--- config.mk ---
export PLATFORM = sky130hd
export DESIGN_NAME = tmds_decoder
export DESIGN_NICKNAME = d
export VERILOG_FILES = /design/src/rtl/tmds_decoder.sv
export SDC_FILE = /design/constraint.sdc
export NUM_CORES = 1
export LEC_CHECK = 0
export ABC_AREA = 1
export CORE_MARGIN = 2
export CORE_UTILIZATION = 50
export CTS_CLUSTER_SIZE = 10
export DETAILED_ROUTE_END_ITERATION = 6
export GPL_TIMING_DRIVEN = 0
export PLACE_DENSITY = 0.7
export SYNTH_ARGS = -nofsm -noshare
export SYNTH_HDL_FRONTEND = slang
export SYNTH_SLANG_ARGS = --single-unit
--- constraint.sdc ---
create_clock -name clk_in -period 3.7 [get_ports clk_in]
set_clock_uncertainty 0.1 [all_clocks]
set_input_delay 0.74 -clock clk_in [delete_from_list [all_inputs] [get_ports clk_in]]
set_output_delay 0.74 -clock clk_in [all_outputs]
set_load 0.05 [all_outputs]
--- src/rtl/tmds_decoder.sv ---
// tmds_decoder: single-channel TMDS symbol decoder with word-alignment tracking.
//   Stage 1 registers the raw symbol; stage 2 registers the decoded byte or
//   control pair. A SEARCH/SLIP/LOCKED tracker declares lock after a run of
//   control tokens, asks the deserializer to bit-slip when none is found, and
//   drops lock when control tokens stop arriving.
// Ports:
//   clk_in       pixel clock, rising edge
//   rst_n_in     synchronous active-low reset
//   tmds_in      raw 10-bit symbol, bit 0 first on the wire
//   data_out     decoded video byte (0 outside locked video)
//   control_out  decoded control pair, held across video
//   ve_out       1 = video byte valid, 0 = control period or unlocked
//   locked_out   word alignment achieved
//   bitslip_out  one-cycle request to shift the word boundary by one bit
module tmds_decoder #(
  parameter int unsigned CTRL_RUN       = 16,
  parameter int unsigned SEARCH_TIMEOUT = 2048,
  parameter int unsigned SLIP_WAIT      = 8,
  parameter int unsigned LOSS_TIMEOUT   = 4096
) (
  input  logic       clk_in,
  input  logic       rst_n_in,
  input  logic [9:0] tmds_in,
  output logic [7:0] data_out,
  output logic [1:0] control_out,
  output logic       ve_out,
  output logic       locked_out,
  output logic       bitslip_out
);

  localparam int unsigned SYM_W  = 10;
  localparam int unsigned BYTE_W = 8;
  localparam int unsigned RUN_W  = $clog2(CTRL_RUN + 1);
  localparam int unsigned TMR_W  = $clog2(SEARCH_TIMEOUT + 1);
  localparam int unsigned SLP_W  = $clog2(SLIP_WAIT + 1);
  localparam int unsigned LOSS_W = $clog2(LOSS_TIMEOUT + 1);

  localparam logic [RUN_W-1:0]  RUN_MAX   = RUN_W'(CTRL_RUN);
  localparam logic [TMR_W-1:0]  TMR_LAST  = TMR_W'(SEARCH_TIMEOUT - 1);
  localparam logic [SLP_W-1:0]  SLP_LAST  = SLP_W'(SLIP_WAIT - 1);
  localparam logic [LOSS_W-1:0] LOSS_LAST = LOSS_W'(LOSS_TIMEOUT - 1);

  localparam logic [SYM_W-1:0] CTRL_00 = 10'b1101010100;
  localparam logic [SYM_W-1:0] CTRL_01 = 10'b0010101011;
  localparam logic [SYM_W-1:0] CTRL_10 = 10'b0101010100;
  localparam logic [SYM_W-1:0] CTRL_11 = 10'b1010101011;

  typedef enum logic [1:0] {
    ST_SEARCH = 2'd0,
    ST_SLIP   = 2'd1,
    ST_LOCKED = 2'd2
  } state_e;

  state_e             state_q, state_d;
  logic [SYM_W-1:0]   sym_q;
  logic [RUN_W-1:0]   run_q, run_d;
  logic [TMR_W-1:0]   timer_q, timer_d;
  logic [SLP_W-1:0]   slip_q, slip_d;
  logic [LOSS_W-1:0]  loss_q, loss_d;
  logic               locked_q, locked_d;
  logic               bitslip_q, bitslip_d;
  logic [BYTE_W-1:0]  data_q, data_d;
  logic [1:0]         ctrl_q, ctrl_d;
  logic               ve_q, ve_d;

  logic               is_ctrl_c;
  logic [1:0]         ctrl_val_c;
  logic [BYTE_W-1:0]  vid_pre_c;
  logic [BYTE_W-1:0]  vid_c;

  // Control token recognition on the stage-1 symbol.
  always_comb begin
    is_ctrl_c  = 1'b1;
    ctrl_val_c = 2'b00;
    case (sym_q)
      CTRL_00: ctrl_val_c = 2'b00;
      CTRL_01: ctrl_val_c = 2'b01;
      CTRL_10: ctrl_val_c = 2'b10;
      CTRL_11: ctrl_val_c = 2'b11;
      default: is_ctrl_c  = 1'b0;
    endcase
  end

  // Video decode: undo the optional inversion, then the XOR/XNOR chain.
  always_comb begin
    vid_pre_c = sym_q[9] ? ~sym_q[7:0] : sym_q[7:0];
    vid_c     = '0;
    vid_c[0]  = vid_pre_c[0];
    for (int i = 1; i < BYTE_W; i++) begin
      vid_c[i] = sym_q[8] ? (vid_pre_c[i] ^ vid_pre_c[i-1])
                          : ~(vid_pre_c[i] ^ vid_pre_c[i-1]);
    end
  end

  // Alignment tracker next state.
  always_comb begin
    state_d   = state_q;
    timer_d   = timer_q;
    slip_d    = slip_q;
    loss_d    = loss_q;
    bitslip_d = 1'b0;
    // Run of consecutive control tokens, saturating so it never wraps.
    if (is_ctrl_c) begin
      run_d = (run_q == RUN_MAX) ? run_q : run_q + RUN_W'(1);
    end else begin
      run_d = '0;
    end

    case (state_q)
      ST_SEARCH: begin
        // Lock takes priority over a coincident timeout.
        if (run_q == RUN_MAX) begin
          state_d = ST_LOCKED;
          timer_d = '0;
          loss_d  = '0;
        end else if (timer_q == TMR_LAST) begin
          state_d   = ST_SLIP;
          bitslip_d = 1'b1;
          timer_d   = '0;
          run_d     = '0;
          slip_d    = '0;
        end else begin
          timer_d = timer_q + TMR_W'(1);
        end
      end
      ST_SLIP: begin
        // Let the deserializer settle; ignore tokens seen meanwhile.
        run_d   = '0;
        timer_d = '0;
        if (slip_q == SLP_LAST) begin
          state_d = ST_SEARCH;
          slip_d  = '0;
        end else begin
          slip_d = slip_q + SLP_W'(1);
        end
      end
      ST_LOCKED: begin
        if (is_ctrl_c) begin
          loss_d = '0;
        end else if (loss_q == LOSS_LAST) begin
          state_d = ST_SEARCH;
          run_d   = '0;
          timer_d = '0;
          slip_d  = '0;
          loss_d  = '0;
        end else begin
          loss_d = loss_q + LOSS_W'(1);
        end
      end
      default: begin
        state_d = ST_SEARCH;
        run_d   = '0;
        timer_d = '0;
        slip_d  = '0;
        loss_d  = '0;
      end
    endcase

    locked_d = (state_d == ST_LOCKED);
  end

  // Stage-2 outputs; gating uses the lock value that appears alongside them.
  always_comb begin
    ctrl_d = is_ctrl_c ? ctrl_val_c : ctrl_q;
    ve_d   = locked_d & ~is_ctrl_c;
    data_d = ve_d ? vid_c : '0;
  end

  always_ff @(posedge clk_in) begin
    if (!rst_n_in) begin
      state_q   <= ST_SEARCH;
      sym_q     <= '0;
      run_q     <= '0;
      timer_q   <= '0;
      slip_q    <= '0;
      loss_q    <= '0;
      locked_q  <= 1'b0;
      bitslip_q <= 1'b0;
      data_q    <= '0;
      ctrl_q    <= '0;
      ve_q      <= 1'b0;
    end else begin
      state_q   <= state_d;
      sym_q     <= tmds_in;
      run_q     <= run_d;
      timer_q   <= timer_d;
      slip_q    <= slip_d;
      loss_q    <= loss_d;
      locked_q  <= locked_d;
      bitslip_q <= bitslip_d;
      data_q    <= data_d;
      ctrl_q    <= ctrl_d;
      ve_q      <= ve_d;
    end
  end

  assign data_out    = data_q;
  assign control_out = ctrl_q;
  assign ve_out      = ve_q;
  assign locked_out  = locked_q;
  assign bitslip_out = bitslip_q;

endmodule

Word level (Yosys, flattened, before mapping)
Cells that the tools add are included.
{"block": "op_classes", "addsub": 4, "multipliers": 0, "n_div": 0, "n_lt_le_gt_ge": 0, "n_eq_ne": 16, "n_shift": 0, "mux": 39, "bitwise_logic": 20, "n_reduce_logical": 7}
{"op": "2-to-1 mux 12 bit", "count": 4}
{"op": "2-to-1 mux 13 bit", "count": 3}
{"op": "case mux 13 bit (3 select lines)", "count": 1}
{"op": "2-to-1 mux 5 bit", "count": 6}
{"op": "case mux 12 bit (2 select lines)", "count": 1}
{"op": "== test 10 bit (second input constant)", "count": 2}
{"op": "2-to-1 mux 4 bit", "count": 5}
{"op": "adder 13 x 1 -> 13 bit (second input constant)", "count": 1}
{"op": "== test 13 x 12 -> 1 bit (second input constant)", "count": 1}
{"op": "adder 12 x 1 -> 12 bit (second input constant)", "count": 1}
{"op": "== test 12 x 11 -> 1 bit (second input constant)", "count": 1}
{"op": "case mux 2 bit (3 select lines)", "count": 2}
{"op": "case mux 4 bit (3 select lines)", "count": 1}
{"op": "NOT 1 bit", "count": 11}
{"op": "== test 10 x 8 -> 1 bit (second input constant)", "count": 1}
{"op": "== test 10 x 9 -> 1 bit (second input constant)", "count": 1}
{"op": "2-to-1 mux 2 bit", "count": 5}
{"op": "!= test 2 bit (second input constant)", "count": 5}
{"op": "case mux 5 bit (2 select lines)", "count": 1}
{"op": "2-to-1 mux 1 bit", "count": 9}
{"op": "2-to-1 mux 8 bit", "count": 1}
{"op": "NOT 8 bit", "count": 1}
{"op": "bitwise XOR 1 bit", "count": 7}
{"op": "AND reduction 2 bit", "count": 3}
{"op": "other kinds (11)", "count": 12}
{"block": "totals", "register_bits": 59, "latchBits": 0, "mem_bits_rw": 0, "rom_bits": 0, "inputBits": 12, "output_inout_bits": 13, "elab_cells": 97, "n_memories": 0}

Longest topological paths before layout
Gate-level depths: netlist of run 1.
{"block": "depth", "depth_word": 8, "ltp_mapped": 11, "mapped_depth_nobuf": 10}

Worst setup path after synthesis of run 1
OpenSTA, ideal clock, no wires.
{"block": "synth_timing", "path_kind": "input-to-reg", "start": "input rst_n_in", "end": "register state_q[0]", "setup_ns": 0.121, "t_arrival_ns": 1.515, "required_ns": 3.479, "path_slack_ns": 1.965, "path_stages": 5, "path_buffers": 3, "cell_sequence": "buf_2 inv_1 clkbuf_1 buf_2 a21oi_1"}
{"element": "start: declaration", "line": "22", "source": "input logic rst_n_in,"}
{"element": "end signal: assignment", "line": "183", "source": "state_q <= state_d;"}
{"element": "end: declaration", "line": "54", "source": "state_e state_q, state_d;"}
No word-level cell between the ends.

Worst setup path after layout of run 1
{"block": "layout_timing", "start": "register ctrl_q[1] (netlist: control_out[1])", "end": "output control_out[1]"}
{"element": "start: declaration", "line": "63", "source": "logic [1:0] ctrl_q, ctrl_d;"}
{"element": "start signal: assignment", "line": "192", "source": "ctrl_q <= ctrl_d;"}
{"element": "end: declaration", "line": "25", "source": "output logic [1:0] control_out,"}
No word-level cell between the ends.

==> flow_summary.json, run 1 <==
{
  "outcome": "finished clean",
  "fp.dieArea_mm2": 0.006399,
  "grt_usage_pct": 21.26,
  "clock.fmax_mhz": 425.9,
  "hold_viol": 0,
  "clock_sinks": 59,
  "tightest_slew_ps": 575.3,
  "syn_avg_cell_area_um2": 7.256,
  "fin_setup_tns_ps": 0,
  "wire_per_inst_um": 11.74,
  "cts_root_buf": "clkbuf_8",
  "final_nets": 449,
  "netlist-cell-type-count": 34,
  "period_needed_ps": 2348,
  "clk_latency_ps": 350,
  "p_switching_w": 0.0003213,
  "slowest_stage": "clkdlybuf4s50_1",
  "drcViolationCount": 0,
  "post_dp_cell_area_mm2": 0.003208,
  "crit_family": "buffers and inverters",
  "grt_pass1_wl_um": 10450,
  "ys_seq_elements": 59,
  "dp_hpwl_um": 4241,
  "hold_buffers": 0,
  "num_io_pins": 25,
  "start_kind": "register",
  "cp.buffers_inverters": 1,
  "path_class": "reg -> out",
  "async_reset_ff_share_pct": 0,
  "drive_above_1_share_pct": 12.59,
  "portBuffers": 23,
  "rows": 27,
  "synthFlopType": "dfxtp_1",
  "swShare_pct": 22.28,
  "antenna_cells": 0,
  "synthCells": 398,
  "endpoint_kind": "output port",
  "pwr_density_cell_mw_per_mm2": 417.4,
  "rsz0062_at_grt": "no",
  "design_area_mm2": 0.003456,
  "irDropWorstVdd_v": 0.0002267,
  "cts_buffers": 9,
  "p_seq_share_pct": 45.3,
  "max_stage_delay_ps": 810,
  "yosys_warnings": 0,
  "p_leak_nw": 1.455,
  "postCtsSetupRepairBufs": 0,
  "hp-class": "reg -> reg",
  "cp_data_arrival_time_ps": 1510,
  "cts.clk_slew.worst_paths_ps": 70,
  "firstDrtPassIters": 4,
  "synth_nets": 415,
  "cp_cell_sequence": "clkdlybuf4s50_1",
  "grt_max_degree": 13,
  "finalCritPeriodShare_pct": 63.45,
  "slew_violations": 0,
  "dieWidth_um": 80.00,
  "finalSetupViolations": 0,
  "maxSlewHeadroom_pct": 61.65,
  "finalWirelength_um": 5975,
  "grt_pass1_vias": 2308,
  "area_delta_synth_final_pct": 19.67,
  "gp_congestion": 0.9093,
  "required_ps": 2860,
  "drv_cap": 0,
  "die_y_um": 80.00,
  "antenna_found_initial": 0,
  "netlist_area_mm2": 0.002888,
  "fin_cells": 509,
  "synth_edf_count": 0,
  "p_comb_share_pct": 3.8,
  "overflow": 0,
  "first_iter_violations": 208,
  "vias": 2552,
  "cts_tree": "built",
  "p_clk_share_pct": 51.0,
  "postRouteAntennaNets": 0,
  "yosysSeqAreaShare_pct": 40.90,
  "vias_per_cell": 5.014,
  "power.internal_w": 0.001121,
  "htree_levels": 3,
  "cp_max_fo": 2,
  "placed_cells": 493,
  "start_util_pct": 52.12,
  "coreArea_mm2": 0.005540,
  "cts_resized": 0,
  "clockBufferDepth": 2
}
-- synth_stat cells, types with 4 or more instances --
cell | number | area share, %
nand2_1 | 104 | 14
dfxtp_1 | 59 | 41
inv_1 | 43 | 5.6
nor2_1 | 40 | 5.2
a21oi_1 | 30 | 5.2
nand3_1 | 23 | 4.0
xor2_1 | 17 | 5.2
nand4_1 | 15 | 3.2
buf_2 | 6 | 1.0
ha_1 | 5 | 2.2
inv_2 | 5 | 0.65
o21ai_0 | 5 | 0.87
or2_2 | 5 | 1.1
nand2_2 | 4 | 0.87
-- registers in the layout (all words and copies together) (netlist names) --
| register | flops |
|---|---|
| data_out | 8 |
| sym_q | 10 |
| bitslip_out | 1 |
| loss_q | 13 |
| run_q | 5 |
| control_out | 2 |
| timer_q | 12 |
| ve_out | 1 |
| slip_q | 4 |
| locked_out | 1 |
| state_q | 2 |
-- power by group through the flow --
stage               clock [W]  sequential [W]  combinational, W
floorplan                   0        0.000665         0.0000366
global placement            0        0.000667         0.0000540
detailed placement          0        0.000667         0.0000549
CTS                  0.000742        0.000652         0.0000554
global route         0.000772        0.000654         0.0000619
finish               0.000735        0.000653         0.0000546
-- final cells by class --
type                    count  area, um2
fillers                   532       2085
clock buffers               9      123.9
well taps                  72      90.09
multi-input cells         280       1463
inverters                  48      180.2
plain buffers              11      63.81
clock inverters             7      123.9
flip-flops and latches     59       1181
repair buffers             23      230.2
-- stage by stage --
stage / setup slack [ps] / total power [W] / hold slack [ps] / util (%)
6_report: 1352 / 0.001442 / 357.6 / 62.38
5_1_grt: 1321 / 0.001487 / 399.8 / 62.38
3_3_place_gp: 1621 / 0.0007206 / 341.4 / 57.90
2_1_floorplan: 1965 / 0.0007014 / 328.5 / -
4_1_cts: 1334 / 0.001449 / 360.3 / 62.38
3_5_place_dp: 1579 / 0.0007217 / 345.5 / 57.90
-- cells by family (layout without fill, tap and decap cells) --
kind of cell | count (synthesis) | count (layout) | share of synthesized area, %
buffers and inverters | 59 | 98 | 8.449
AND/OR/NAND/NOR | 210 | 210 | 33.88
adder cells (fa/ha/maj) | 5 | 5 | 2.166
flip-flops | 59 | 59 | 40.90
XOR/XNOR | 20 | 20 | 6.066
AO/OA/AOI/OAI | 45 | 45 | 8.535
-- metal layers --
layer / global-route usage, % / vias to the layer above / wire, um
li1: - / 1338 / -
met1: 27.61 / 1151 / 2915
met2: 32.58 / 54 / 2669
met3: 4.638 / 9 / 275
met4: 11.86 / 0 / 114
met5: 0 / - / 0
-- layout by cell type (no fill, tap or decap), types with 4 or more instances in the layout --
cell and n:
o21ai_0 5, nand2_2 4, clkdlybuf4s50_1 23, nand2_1 104
nand3_1 23, clkbuf_8 9, dfxtp_1 59, a21oi_1 30
nor2_1 40, inv_2 5, or2_2 5, inv_1 43
ha_1 5, buf_2 6, xor2_1 17, nand4_1 15
-- final timing paths --
check | startpoint | slack [ps] | end | depth (start not counted)
setup / recovery | control_out[1] | 1350 | control_out[1] | 1
hold / removal | loss_q[12] | 360 | loss_q[12] | 2
setup reg to reg | timer_q[0] | 1740 | run_q[4] | 8
hold reg to reg | loss_q[12] | 360 | loss_q[12] | 2
(Power assumes the default switching activity.)
==> inputs of run 2 (changes only) <==
==> constraint.sdc (replaced) <==
create_clock -name clk_in -period 2.3 [get_ports clk_in]
set_clock_uncertainty 0.1 [all_clocks]
set_input_delay 0.46 -clock clk_in [delete_from_list [all_inputs] [get_ports clk_in]]
set_output_delay 0.46 -clock clk_in [all_outputs]
set_load 0.05 [all_outputs]
==> results of run 2 <==
Same layout as run 1 (identical final DEF). Status: finished clean.
Main changes from that run: setup slack after placement 1579 ps -> 361.3 ps; setup slack after layout 1352 ps -> 232.2 ps; hold slack 357.6 ps -> 334.5 ps; register-to-register setup slack 1740 ps -> 340 ps; total power 0.001442 W -> 0.002320 W; worst IR drop on VDD 0.0002267 V -> 0.0003647 V
==> inputs of run 3 (changes only) <==
--- a/config.mk
+++ b/config.mk
@@ -12,6 +12,7 @@
 export DETAILED_ROUTE_END_ITERATION = 6
 export GPL_TIMING_DRIVEN = 0
 export PLACE_DENSITY = 0.7
+export SLEW_MARGIN = 20
 export SYNTH_ARGS = -nofsm -noshare
 export SYNTH_HDL_FRONTEND = slang
 export SYNTH_SLANG_ARGS = --single-unit
==> results of run 3 <==
Same layout as run 1 (identical final DEF). Status: finished clean.
Main changes from that run: setup slack after placement 1579 ps -> 361.3 ps; setup slack after layout 1352 ps -> 232.2 ps; hold slack 357.6 ps -> 334.5 ps; register-to-register setup slack 1740 ps -> 340 ps; total power 0.001442 W -> 0.002320 W; worst IR drop on VDD 0.0002267 V -> 0.0003647 V
